<file path="src/rtl/car_sequencer.sv">
// Microsequencer driving the MSP430 control address register (CAR).
// Optional interrupt entry at decode points is compiled in with `CAR_SEQ_INT_EN.
module car_sequencer #(
  parameter int unsigned CAR_BITS = 6
) (
  input  logic                clk,
  input  logic                rst_n,
  input  logic                stall,
  input  logic [15:0]         MDB,
  input  logic [3:0]          flags_nxt,
  input  logic                INT,
  input  logic                GIE,
  output logic [CAR_BITS-1:0] CAR,
  output logic                decode_pt,
  output logic                ILL
);

  typedef logic [CAR_BITS-1:0] car_t;

  // Chains occupy consecutive codes so that every non-final state simply increments.
  localparam car_t CAR_0           = car_t'(0);
  localparam car_t CAR_REG_REG     = car_t'(1);
  localparam car_t CAR_REG_IDX0    = car_t'(2);
  localparam car_t CAR_REG_IDX3    = car_t'(5);
  localparam car_t CAR_IND_REG0    = car_t'(6);
  localparam car_t CAR_IND_REG1    = car_t'(7);
  localparam car_t CAR_IND_IDX0    = car_t'(8);
  localparam car_t CAR_IND_IDX4    = car_t'(12);
  localparam car_t CAR_IDX_REG0    = car_t'(13);
  localparam car_t CAR_IDX_REG2    = car_t'(15);
  localparam car_t CAR_IDX_IDX0    = car_t'(16);
  localparam car_t CAR_IDX_IDX5    = car_t'(21);
  localparam car_t CAR_1OP_REG     = car_t'(22);
  localparam car_t CAR_1OP_IND0    = car_t'(23);
  localparam car_t CAR_1OP_IND2    = car_t'(25);
  localparam car_t CAR_1OP_IDX0    = car_t'(26);
  localparam car_t CAR_1OP_IDX3    = car_t'(29);
  localparam car_t CAR_PUSH_REG0   = car_t'(30);
  localparam car_t CAR_PUSH_REG2   = car_t'(32);
  localparam car_t CAR_PUSH_IND0   = car_t'(33);
  localparam car_t CAR_PUSH_IND2   = car_t'(35);
  localparam car_t CAR_PUSH_IDX0   = car_t'(36);
  localparam car_t CAR_PUSH_IDX3   = car_t'(39);
  localparam car_t CAR_CALL_REG0   = car_t'(40);
  localparam car_t CAR_CALL_REG2   = car_t'(42);
  localparam car_t CAR_CALL_IND0   = car_t'(43);
  localparam car_t CAR_CALL_IND2   = car_t'(45);
  localparam car_t CAR_CALL_IDX0   = car_t'(46);
  localparam car_t CAR_CALL_IDX3   = car_t'(49);
  localparam car_t CAR_RETI0       = car_t'(50);
  localparam car_t CAR_RETI3       = car_t'(53);
  localparam car_t CAR_INT0        = car_t'(54);
  localparam car_t CAR_INT4        = car_t'(58);
  localparam car_t CAR_JMP0        = car_t'(59);

  typedef enum logic [1:0] {ClsReg, ClsIdx, ClsInd} mode_cls_e;

  car_t      car_q, car_d;
  logic      ill_q, ill_d;
  logic      int_take;
  logic      is_fmt2;
  logic [3:0] src_r;
  logic [1:0] as_bits;
  mode_cls_e src_cls;
  logic      jmp_cond;
  car_t      dec_car;
  logic      dec_ill;
  logic      ret_zero;
  logic      unused_bits;

`ifdef CAR_SEQ_INT_EN
  assign int_take    = INT & GIE;
  assign unused_bits = MDB[6];
`else
  assign int_take    = 1'b0;
  assign unused_bits = MDB[6] ^ INT ^ GIE;
`endif

  assign CAR = car_q;
  assign ILL = ill_q;

  always_comb begin
    decode_pt = car_q inside {CAR_0, CAR_REG_REG, CAR_REG_IDX3, CAR_IND_REG1, CAR_IND_IDX4,
                              CAR_IDX_REG2, CAR_IDX_IDX5, CAR_1OP_REG, CAR_1OP_IND2,
                              CAR_1OP_IDX3, CAR_PUSH_REG2, CAR_PUSH_IND2, CAR_PUSH_IDX3};
  end

  always_comb begin
    ret_zero = car_q inside {CAR_CALL_REG2, CAR_CALL_IND2, CAR_CALL_IDX3, CAR_RETI3,
                             CAR_INT4, CAR_JMP0};
    if (car_q > CAR_JMP0) ret_zero = 1'b1;
`ifndef CAR_SEQ_INT_EN
    // Interrupt chain is unreachable in this build; treat it as unused encodings.
    if (car_q >= CAR_INT0 && car_q <= CAR_INT4) ret_zero = 1'b1;
`endif
  end

  // Source mode class; r2/r3 constant-generator forms behave as register operands.
  always_comb begin
    is_fmt2 = (MDB[15:12] == 4'b0001);
    src_r   = is_fmt2 ? MDB[3:0] : MDB[11:8];
    as_bits = MDB[5:4];
    if (as_bits == 2'b00 || src_r == 4'd3 || (src_r == 4'd2 && as_bits[1])) begin
      src_cls = ClsReg;
    end else if (as_bits == 2'b01) begin
      src_cls = ClsIdx;
    end else begin
      src_cls = ClsInd;
    end
  end

  // flags_nxt = {V, N, Z, C}
  always_comb begin
    unique case (MDB[12:10])
      3'b000:  jmp_cond = ~flags_nxt[1];
      3'b001:  jmp_cond = flags_nxt[1];
      3'b010:  jmp_cond = ~flags_nxt[0];
      3'b011:  jmp_cond = flags_nxt[0];
      3'b100:  jmp_cond = flags_nxt[2];
      3'b101:  jmp_cond = ~(flags_nxt[2] ^ flags_nxt[3]);
      3'b110:  jmp_cond = flags_nxt[2] ^ flags_nxt[3];
      default: jmp_cond = 1'b1;
    endcase
  end

  always_comb begin
    dec_car = CAR_0;
    dec_ill = 1'b0;
    if (int_take) begin
      dec_car = CAR_INT0;
    end else if (MDB[15:13] == 3'b001) begin
      dec_car = jmp_cond ? CAR_JMP0 : CAR_0;
    end else if (is_fmt2) begin
      unique case (MDB[9:7])
        3'b000, 3'b001, 3'b010, 3'b011: begin
          unique case (src_cls)
            ClsReg:  dec_car = CAR_1OP_REG;
            ClsIdx:  dec_car = CAR_1OP_IDX0;
            default: dec_car = CAR_1OP_IND0;
          endcase
        end
        3'b100: begin
          unique case (src_cls)
            ClsReg:  dec_car = CAR_PUSH_REG0;
            ClsIdx:  dec_car = CAR_PUSH_IDX0;
            default: dec_car = CAR_PUSH_IND0;
          endcase
        end
        3'b101: begin
          unique case (src_cls)
            ClsReg:  dec_car = CAR_CALL_REG0;
            ClsIdx:  dec_car = CAR_CALL_IDX0;
            default: dec_car = CAR_CALL_IND0;
          endcase
        end
        3'b110:  dec_car = CAR_RETI0;
        default: dec_ill = 1'b1;
      endcase
    end else if (MDB[15:14] != 2'b00) begin
      unique case (src_cls)
        ClsReg:  dec_car = MDB[7] ? CAR_REG_IDX0 : CAR_REG_REG;
        ClsIdx:  dec_car = MDB[7] ? CAR_IDX_IDX0 : CAR_IDX_REG0;
        default: dec_car = MDB[7] ? CAR_IND_IDX0 : CAR_IND_REG0;
      endcase
    end else begin
      dec_ill = 1'b1;
    end
  end

  always_comb begin
    car_d = car_q;
    ill_d = ill_q;
    if (!stall) begin
      ill_d = 1'b0;
      if (decode_pt) begin
        car_d = dec_car;
        ill_d = dec_ill;
      end else if (ret_zero) begin
        car_d = CAR_0;
      end else begin
        car_d = car_q + car_t'(1);
      end
    end
  end

  always_ff @(posedge clk or negedge rst_n) begin
    if (!rst_n) begin
      car_q <= CAR_0;
      ill_q <= 1'b0;
    end else begin
      car_q <= car_d;
      ill_q <= ill_d;
    end
  end

endmodule

</file>
<file path="config.mk">
export PLATFORM = sky130hd
export DESIGN_NAME = car_sequencer
export DESIGN_NICKNAME = d
export VERILOG_FILES = /design/src/rtl/car_sequencer.sv
export SDC_FILE = /design/constraint.sdc
export NUM_CORES = 1
export LEC_CHECK = 0
export BUFFER_PORTS_ARGS = -buffer_cell sky130_fd_sc_hd__buf_2
export CAP_MARGIN = 10
export CORE_MARGIN = 5
export CORE_UTILIZATION = 46
export CTS_CLUSTER_DIAMETER = 30
export CTS_CLUSTER_SIZE = 14
export DETAILED_ROUTE_END_ITERATION = 7
export PLACE_DENSITY = 0.76
export RECOVER_POWER = 25
export SYNTH_ARGS = -nofsm -noshare
export SYNTH_HDL_FRONTEND = slang
export SYNTH_SLANG_ARGS = --single-unit
</file>
<file path="constraint.sdc">
create_clock -name clk -period 2 [get_ports clk]
set_input_delay 0.2 -clock clk [delete_from_list [all_inputs] [get_ports clk]]
set_output_delay 0.2 -clock clk [all_outputs]
set_load 0.01 [all_outputs]
</file>
======== Yosys cells after proc, flatten, opt, wreduce, memory -nomap -nowiden ========
Index checks and enable logic that the tools add are counted.
cells by class
  multiplexer cells ....................... 25
  equality and inequality tests ........... 36
  order comparisons ....................... 3
  reduce and logical (&&, ||, !) cells .... 14
  bitwise logic cells ..................... 4
  add/sub/neg operators ................... 1
operators with widths
  cell                                                                   count
  6-bit equality test, second input constant                             9
  6-bit 2-to-1 mux                                                       5
  6-bit by 5-bit equality test with 1-bit output, second input constant  4
  6-bit one-hot mux with 4 select lines                                  1
  3-bit equality test, second input constant                             6
  13-bit nonzero test                                                    1
  3-bit by 2-bit equality test with 1-bit output, second input constant  4
  6-bit by 3-bit equality test with 1-bit output, second input constant  2
  6-bit by 4-bit equality test with 1-bit output, second input constant  2
  6-bit one-hot mux with 2 select lines                                  1
  5-bit 2-to-1 mux                                                       2
  5-bit one-hot mux with 2 select lines                                  1
  3-bit by 1-bit equality test with 1-bit output, second input constant  3
  4-bit by 2-bit equality test with 1-bit output, second input constant  2
  4-bit 2-to-1 mux                                                       2
  4-bit one-hot mux with 2 select lines                                  1
  1-bit 2-to-1 mux                                                       7
  1-bit one-hot mux with 7 select lines                                  1
  7-bit OR reduction                                                     1
  6-bit by 1-bit adder with 6-bit output, second input constant          1
  6-bit by 1-bit equality test with 1-bit output, second input constant  1
  6-bit >= comparator, second input constant                             1
  6-bit greater-than comparator, second input constant                   1
  6-bit less-or-equal comparator, second input constant                  1
  14 further kinds                                                       23
word-level totals
  input port bits ......................... 25
  word-level logic and storage cells ...... 85
  output and inout port bits .............. 8
  bits in registers ....................... 7

======== Longest topological paths before layout ========
Gate-level depths: netlist of run 1.
  depth after elaboration ................. 12
  gate-level depth with buffers ........... 8
  depth with buffers taken out ............ 8

======== Worst setup path before layout of run 1 ========
No wires, ideal clock.
  path type ............................... reg-to-reg
  from .................................... register car_q[1] (netlist: CAR[1])
  to ...................................... register car_q[5] (netlist: CAR[5])
  arrival ................................. 2.014 ns
  cell stages (with the launch flop) ...... 8
  library setup time ...................... 0.139 ns
  buffers on the path ..................... 0
  period minus slack after synthesis ...... 2.153 ns
  path slack .............................. -0.153 ns
  cell sequence ........................... dfrtp_1 -> inv_1 -> ha_1 -> a31oi_1 -> a311oi_4 -> or2_4 -> nor4_1 -> or4_1
on the way
  elaborated cells on any way between the ends .. 30
RTL lines
  what                                                                    RTL line  source
  start: declaration                                                      58        car_t car_q, car_d;
  start signal: assignment                                                191       car_q <= car_d;
  6-bit by 1-bit equality test with 1-bit output (tied with other cells)  83        decode_pt = car_q inside {CAR_0, CAR_REG_REG, CAR_REG_IDX3, CAR_IND_REG1, CAR_IND_IDX4,
  13-bit nonzero test (*)                                                 83
  via decode_pt                                                           14        output logic decode_pt,
  6-bit 2-to-1 mux (*)                                                    175       if (decode_pt) begin
Mark *: on every way through the listed nets, which the timed path passes. The rest lies on a longest branch.
A chain may end at the register's enable or synchronous reset.

======== Worst setup path after layout of run 1 ========
  from .................................... register car_q[1] (netlist: CAR[1])
  to ...................................... register car_q[5] (netlist: CAR[5])
on the way
  word-level cells in the longest chain between the ends .. 6
  elaborated cells on any way between the ends .. 30
RTL lines
  what                                                                   RTL line
  branches (longest 5 deep; another with 6-bit greater-than comparator)  -
  6-bit 2-to-1 mux (*)                                                   175
Mark *: on every way between the ends.

==> results of run 1 <==
-- repair_timing --
action / in CTS / in global routing
hold endpoints to repair: 7 / 0
setup endpoints to repair: 8 / 7
gates resized for setup: 21 / 5
hold buffers: 1 / 0
setup buffers: 6 / 6
pin swaps: 8 / 9
-- kinds of logic (layout without fill, tap and decap cells) --
kind of cell | after synthesis | after routing
muxes | 2 | 2
and+or+nand+nor | 61 | 61
DFF | 7 | 7
AOI/OAI and AO/OA | 49 | 49
buffers and inverters | 16 | 74
adders and majority gates | 4 | 4
xor gates and xnor gates | 1 | 1
-- path summary, 6_finish.rpt --
check	from	to	slack, ns
worst max register to register	CAR[1]$_DFFE_PN0N_	CAR[5]$_DFFE_PN0N_	-0.26
worst min-delay path	rst_n	CAR[3]$_DFFE_PN0N_	0.37
worst min register to register	ILL$_DFFE_PN0N_	ILL$_DFFE_PN0N_	0.51
max in group asynchronous	rst_n	CAR[1]$_DFFE_PN0N_	1.33
min in group clk	stall	CAR[1]$_DFFE_PN0N_	0.37
worst max-delay path	CAR[1]$_DFFE_PN0N_	CAR[5]$_DFFE_PN0N_	-0.26
-- area by class of cell --
cell class | count | area (um^2)
multi-input combinational | 117 | 961
tap | 28 | 35.0
inverter | 5 | 23.8
fill | 163 | 576
clock buffer | 4 | 26.3
sequential | 7 | 178
timing repair buffer | 65 | 434
-- Yosys cell counts, drive strengths merged, types with 2 or more instances --
cell type  instances  area share, %
a211oi             3            2.1
a21boi             3            2.1
a21oi              3            1.4
a31oi              6            3.5
a32oi              2            1.6
and2               2            1.2
buf                5            3.1
clkbuf             6            2.1
dfrtp              7             16
ha                 4            4.7
inv                5            1.7
nand2             11            3.8
nand2b             5            3.6
nand3              2           0.93
nor2              14            4.9
nor2b              2            1.9
nor3               5            2.3
nor3b              3            2.1
nor4               5            3.5
nor4b              2            1.6
o2111ai            2            2.2
o211ai             2            1.4
o21a               2            1.4
o21ai              7            3.6
o21bai             2            1.4
o221ai             3            2.4
or2                3            2.0
or4                2            1.4
-- power groups by stage --
stage | clock network (mW) | registers (mW) | logic, mW
after floorplan | 0 | 0.304 | 0.748
final | 0.145 | 0.335 | 1.79
after CTS | 0.142 | 0.326 | 1.55
after global placement | 0 | 0.297 | 1.23
after global routing | 0.155 | 0.344 | 1.89
after detailed placement | 0 | 0.306 | 1.25
-- per-layer routing --
layer	track usage [%]	part of all wire [%]	wire length, um
met2	48.3	55	2230
met5	0	0	0
met3	3.51	4.1	166
met1	26.2	39	1570
met4	10.3	2.3	95
-- layout by cell type, fill, tap and decap left out, types with 3 or more instances in the layout --
cell,instances
a211oi_1,3
a31oi_1,6
buf_2,27
buf_4,32
buf_6,4
clkbuf_4,3
dfrtp_1,5
ha_4,4
inv_1,3
nand2_1,11
nand2b_1,3
nor2_1,14
nor3_1,4
nor3b_1,3
nor4_1,3
o21ai_0,4
-- per-stage QoR --
step	setup TNS (ns)	util, %	cells	hold slack, ns	instance area [um^2]
6_report	-1.28	74.2	226	0.367	1660
3_3_place_gp	-0.560	63.1	210	0.0371	1410
4_1_cts	-0.418	71.5	220	0.290	1600
5_1_grt	-1.77	74.2	226	0.405	1660
3_5_place_dp	-0.957	63.1	210	0.0412	1410
2_1_floorplan	-0.203	-	140	-0.0956	1110
-- sequential cells by signal (all words and copies together), names as in the netlist --
| name | count |
|---|---|
| ILL | 1 |
| CAR | 6 |
==> flow_summary_export.csv, run 1 <==
group,metric,value,unit
timing,finalHoldViolations,0,
logic_synthesis,post_synthesis_share_of_cell_area_spent_on_full_adders_half_adders_and_majority_gates,4.65,%
status,outcome,"complete, but fails checks",
worst_setup_path,slowest_stage,"or4_1",
route,postRouteWirelength,4.06,mm
logic_synthesis,share_of_async_settable_or_async_resettable_flops_after_synthesis,100,%
layout,area_delta_synth_final,54.1,%
layout,drive_gt1_share,47.5,%
route,drt_pass1_iterations,4,
clocking,clkLatencyLatePin,0.27,ns
floorplanning,chipWidth,58.4,um
clocking,tritoncts,"done",
worst_setup_path,crit_type,"reg -> reg",
logic_synthesis,yosys_warnings,0,
floorplanning,die_area,3410,um^2
route,postRouteAntennaNets,0,
flow_run,max_cap_violations,0,
worst_setup_path,cp_cell_sequence,"inv_4, ha_4, nand2b_4, a21oi_4, nor4_4, buf_4, nor2_1, o21a_1, or4_1",
logic_synthesis,syn_inst,140,
logic_synthesis,synth_top_family_by_area,"compound AO/OA/AOI/OAI gates",
logic_synthesis,synth.distinct_cells,58,
clocking,clk_pin_slew_worst_paths,0.06,ns
logic_synthesis,yosys.area_share.xor_xnor,0.814,%
timing,max_slew_margin,37.7,%
timing,slew_limit_fails,0,
logic_synthesis,synth_area_in_compound_gates,36.3,%
logic_synthesis,syn_area_per_cell,7.69,um^2
worst_setup_path,cp_max_fo,4,
placement,worst_slack_at_placement,-0.296,ns
worst_setup_path,worst_ep_arrival_time,2.39,ns
timing,fin_worst_skew,0.00288,ns
timing,grt_setup_unrepaired,"true",
route,post_drt_via_cell_ratio,6.13,
worst_setup_path,start_kind,"register",
logic_synthesis,synthMuxAreaShare,1.98,%
status,violations_in_the_final_reports,"negative setup slack",
route,drc_errors,0,
floorplanning,floorplan.die.height,58.4,um
power_and_ir_drop,combinational_cell_fraction_of_total_power,78.9,%
worst_hold_path,type_of_the_worst_min_delay_path,"in -> async",
floorplanning,io-pin-count,33,
power_and_ir_drop,pwr_density_cell,1370,nW/um^2
timing,timing_worst_slew_pin_value,0.911,ns
placement,dp_hpwl,2.62,mm
layout,design.final.nets,228,
power_and_ir_drop,cellInternalPower,1.22,mW
worst_setup_path,rr_worst_depth,9,
logic_synthesis,netlist_area,1080,um^2
grt,grt_overflow,0,
floorplanning,initial_core_util,48.2,%
logic_synthesis,synth_edf_count,0,
grt,grt_max_degree,17,
logic_synthesis,syn_nets,169,
power_and_ir_drop,switching_share,46.4,%
floorplanning,fp-row-count,17,
worst_setup_path,critical_path_required,2.14,ns
timing,finalWorstSetupSlack,-0.256,ns
grt,grt_pass1_vias,1354,
grt,grt_pass1_wl,6.45,mm
logic_synthesis,yosysSeqAreaShare,16.3,%
timing,timing.final.crit_share,113,%
floorplanning,floorplan.core_area,2230,um^2
power_and_ir_drop,power_leakage,0.714,nW
power_and_ir_drop,post-layout-total-power,2.27,mW
worst_setup_path,worst_path_largest_cell_delay,0.53,ns
placement,place.port_buffers,29,
route,wire_per_inst,18.0,um
placement,gp_congestion,0.943,
timing,fmax,0.443,GHz
logic_synthesis,synth-main-ff-cell,"dfrtp_1",
route,dr_vias,1386,
logic_synthesis,yosys_register_bits,7,
clocking,ctsHtreeMaxLevel,1,
worst_setup_path,endpoint_kind,"register",
power_and_ir_drop,pwr-share-clk,6.4,%
grt,number_of_antenna_violations_at_the_first_check_in_global_routing,0,
clocking,cts-buffers-inserted,3,
power_and_ir_drop,worst_ir_drop_vdd,0.000806,V
route,drt_iter0_drc,81,
power_and_ir_drop,sequential_group_share_of_total_power,14.8,%
logic_synthesis,synthSimpleGateAreaFrac,33.0,%
worst_setup_path,critical_path.top_delay_family,"simple AND/OR/NAND/NOR gates",
timing,minimum_clock_period,2.26,ns
grt,grtUsageTotal,24.9,%
worst_setup_path,instance_count_on_the_critical_path,9,
power_and_ir_drop,switchingPower,1.06,mW
layout,number_of_antenna_diodes,0,
clocking,cts_max_path_buffers,2,
clocking,cts_root_buf,"clkbuf_4",
clocking,numClockSinks,7,
worst_setup_path,critical_path.n_buffers_inverters,2,
timing,setup_viol,7,
No activity file was read; power rests on OpenSTA's default activity.
==> run 2, diff against run 1 <==
--- a/config.mk
+++ b/config.mk
@@ -14,6 +14,7 @@
 export DETAILED_ROUTE_END_ITERATION = 7
 export PLACE_DENSITY = 0.76
 export RECOVER_POWER = 25
+export SKIP_LAST_GASP = 1
 export SYNTH_ARGS = -nofsm -noshare
 export SYNTH_HDL_FRONTEND = slang
 export SYNTH_SLANG_ARGS = --single-unit
==> flow_summary_export.csv, run 2 (synthesized netlist as in run 1, its figures left out) <==
group,metric,value,unit
status,outcome,"complete, but fails checks",
status,violations_in_the_final_reports,"negative setup slack",
route,routed.top_layer,"met4",
route,dr_vias,1384,
route,drt_pass1_iterations,5,
floorplanning,fp-row-count,17,
worst_setup_path,worst_r2r_endpoint,"CAR[5]$_DFFE_PN0N_",
flow_run,max_cap_violations,0,
worst_setup_path,cp_max_fo,4,
power_and_ir_drop,power_leakage,0.714,nW
clocking,tritoncts,"done",
grt,grtUsageTotal,24.9,%
worst_setup_path,start_kind,"register",
worst_setup_path,worst_ep_arrival_time,2.40,ns
placement,placed_area,1410,um^2
clocking,clk_pin_slew_worst_paths,0.06,ns
floorplanning,floorplan.die.height,58.4,um
layout,design.final.nets,228,
worst_setup_path,crit_end,"CAR[5]$_DFFE_PN0N_",
floorplanning,initial_core_util,48.2,%
worst_setup_path,critical_path.n_buffers_inverters,2,
worst_setup_path,setup.reg_to_reg.worst_slack,-0.26,ns
timing,slew_limit_fails,0,
worst_setup_path,setup.worst_path.start,"CAR[1]$_DFFE_PN0N_",
placement,dp_hpwl,2.62,mm
layout,number_of_antenna_diodes,0,
layout,postLayoutCellArea,1660,um^2
clocking,numClockSinks,7,
layout,largest_reg_flops,6,
worst_setup_path,slowest_stage,"or4_1",
route,wl_met1,1.56,mm
timing,minimum_clock_period,2.26,ns
clocking,cts_max_path_buffers,2,
worst_setup_path,endpoint_kind,"register",
grt,grt_overflow,0,
worst_setup_path,critical_path_required,2.14,ns
layout,most-common-layout-cells,"buf_4, buf_2, nor2_1",
timing,max_slew_margin,36.2,%
clocking,ctsHtreeMaxLevel,1,
timing,fin_worst_skew,0.00255,ns
worst_setup_path,crit_type,"reg -> reg",
worst_setup_path,cp_cell_sequence,"inv_4, ha_4, nand2b_4, a21oi_4, nor4_4, buf_4, nor2_1, o21a_1, or4_1",
route,post_drt_via_cell_ratio,6.12,
placement,gp_congestion,0.943,
route,postRouteAntennaNets,0,
layout,drive_gt1_share,47.5,%
layout,layout.cells.most_common,"buf_4",
timing,finalWorstSetupSlack,-0.257,ns
layout,area_delta_synth_final,54.1,%
route,postRouteWirelength,4.04,mm
route,drc_errors,0,
route,drt_iter0_drc,70,
grt,grt_pass1_vias,1353,
floorplanning,io-pin-count,33,
grt,grt_max_degree,17,
power_and_ir_drop,worst_ir_drop_vdd,0.000800,V
power_and_ir_drop,pwr_density_cell,1370,nW/um^2
placement,place.port_buffers,29,
timing,timing.final.crit_share,113,%
worst_hold_path,type_of_the_worst_min_delay_path,"in -> reg",
route,wire_per_inst,17.9,um
timing,setup_viol,7,
clocking,cts_root_buf,"clkbuf_4",
worst_setup_path,worst_path_largest_cell_delay,0.52,ns
grt,grt_pass1_wl,6.45,mm
timing,finalHoldViolations,0,
grt,number_of_antenna_violations_at_the_first_check_in_global_routing,0,
timing,fmax,0.443,GHz
clocking,cts-buffers-inserted,3,
worst_setup_path,instance_count_on_the_critical_path,9,
route,route.met3.wl,162,um
floorplanning,floorplan.core_area,2230,um^2
route,met2RoutedLength,2.21,mm
worst_setup_path,rr_worst_depth,9,
layout,finish.utilization,74.2,%
timing,timing_worst_slew_pin_value,0.933,ns
floorplanning,die_area,3410,um^2
clocking,clkLatencyLatePin,0.27,ns
worst_setup_path,worstReg2RegStart,"CAR[1]$_DFFE_PN0N_",
timing,grt_setup_unrepaired,"true",
worst_setup_path,critical_path.top_delay_family,"simple AND/OR/NAND/NOR gates",
floorplanning,chipWidth,58.4,um
## run 2: cell type report
type	count	area, um^2
Multi-Input combinational cell	117	961
Fill cell	163	576
Clock buffer	4	26.3
Inverter	5	23.8
Timing Repair Buffer	65	434
Sequential cell	7	178
Tap cell	28	35.0
## run 2: worst register-to-register path, cell delays in order, from the launching register on
cell,delay [ns]
dfrtp_2,0.45
inv_4,0.09
ha_4,0.16
nand2b_4,0.14
a21oi_4,0.07
nor4_4,0.30
buf_4,0.18
nor2_1,0.05
o21a_1,0.17
or4_1,0.52
## run 2: per-layer routing
| metal | vias to the layer above | GRT usage [%] |
|---|---|---|
| met1 | 658 | 26.2 |
| met2 | 54 | 48.3 |
| met5 | - | 0 |
| met3 | 11 | 3.51 |
| met4 | 0 | 10.3 |
| li1 | 661 | - |
## run 2: what timing repair did
action,in CTS,in global routing
hold buffers,1,0
endpoints found under the setup margin,8,7
buffers inserted,6,6
endpoints found under the hold margin,7,0
resized for setup,21,5
pin swaps,8,9
## run 2: metrics by stage
stage / total power [mW] / hold WS, ns / TNS [ns] / setup slack, ns / std cells
2_1_floorplan: 1.05 / -0.0956 / -0.203 / -0.0862 / 140
3_3_place_gp: 1.53 / 0.0371 / -0.560 / -0.159 / 210
3_5_place_dp: 1.56 / 0.0412 / -0.957 / -0.296 / 210
4_1_cts: 2.02 / 0.290 / -0.418 / -0.155 / 220
5_1_grt: 2.39 / 0.408 / -1.77 / -0.296 / 226
6_report: 2.27 / 0.363 / -1.27 / -0.257 / 226
## run 2: worst min-delay path by stage
| stage | startpoint | endpoint | slack [ns] | cells past startpoint |
|---|---|---|---|---|
| finish | stall | CAR[1]$_DFFE_PN0N_ | 0.36 | 2 |
| global route | stall | CAR[1]$_DFFE_PN0N_ | 0.41 | 2 |
| CTS | rst_n | CAR[3]$_DFFE_PN0N_ | 0.29 | 2 |
| detailed placement | rst_n | CAR[2]$_DFFE_PN0N_ | 0.04 | 1 |
| global placement | rst_n | CAR[2]$_DFFE_PN0N_ | 0.04 | 1 |
| floorplan | rst_n | CAR[0]$_DFFE_PN0N_ | -0.1 | 0 |
## run 2: where the power goes
part	internal, mW	switching (mW)
clock	0.0773	0.0691
combinational	0.934	0.853
sequential	0.205	0.129
total	1.22	1.05
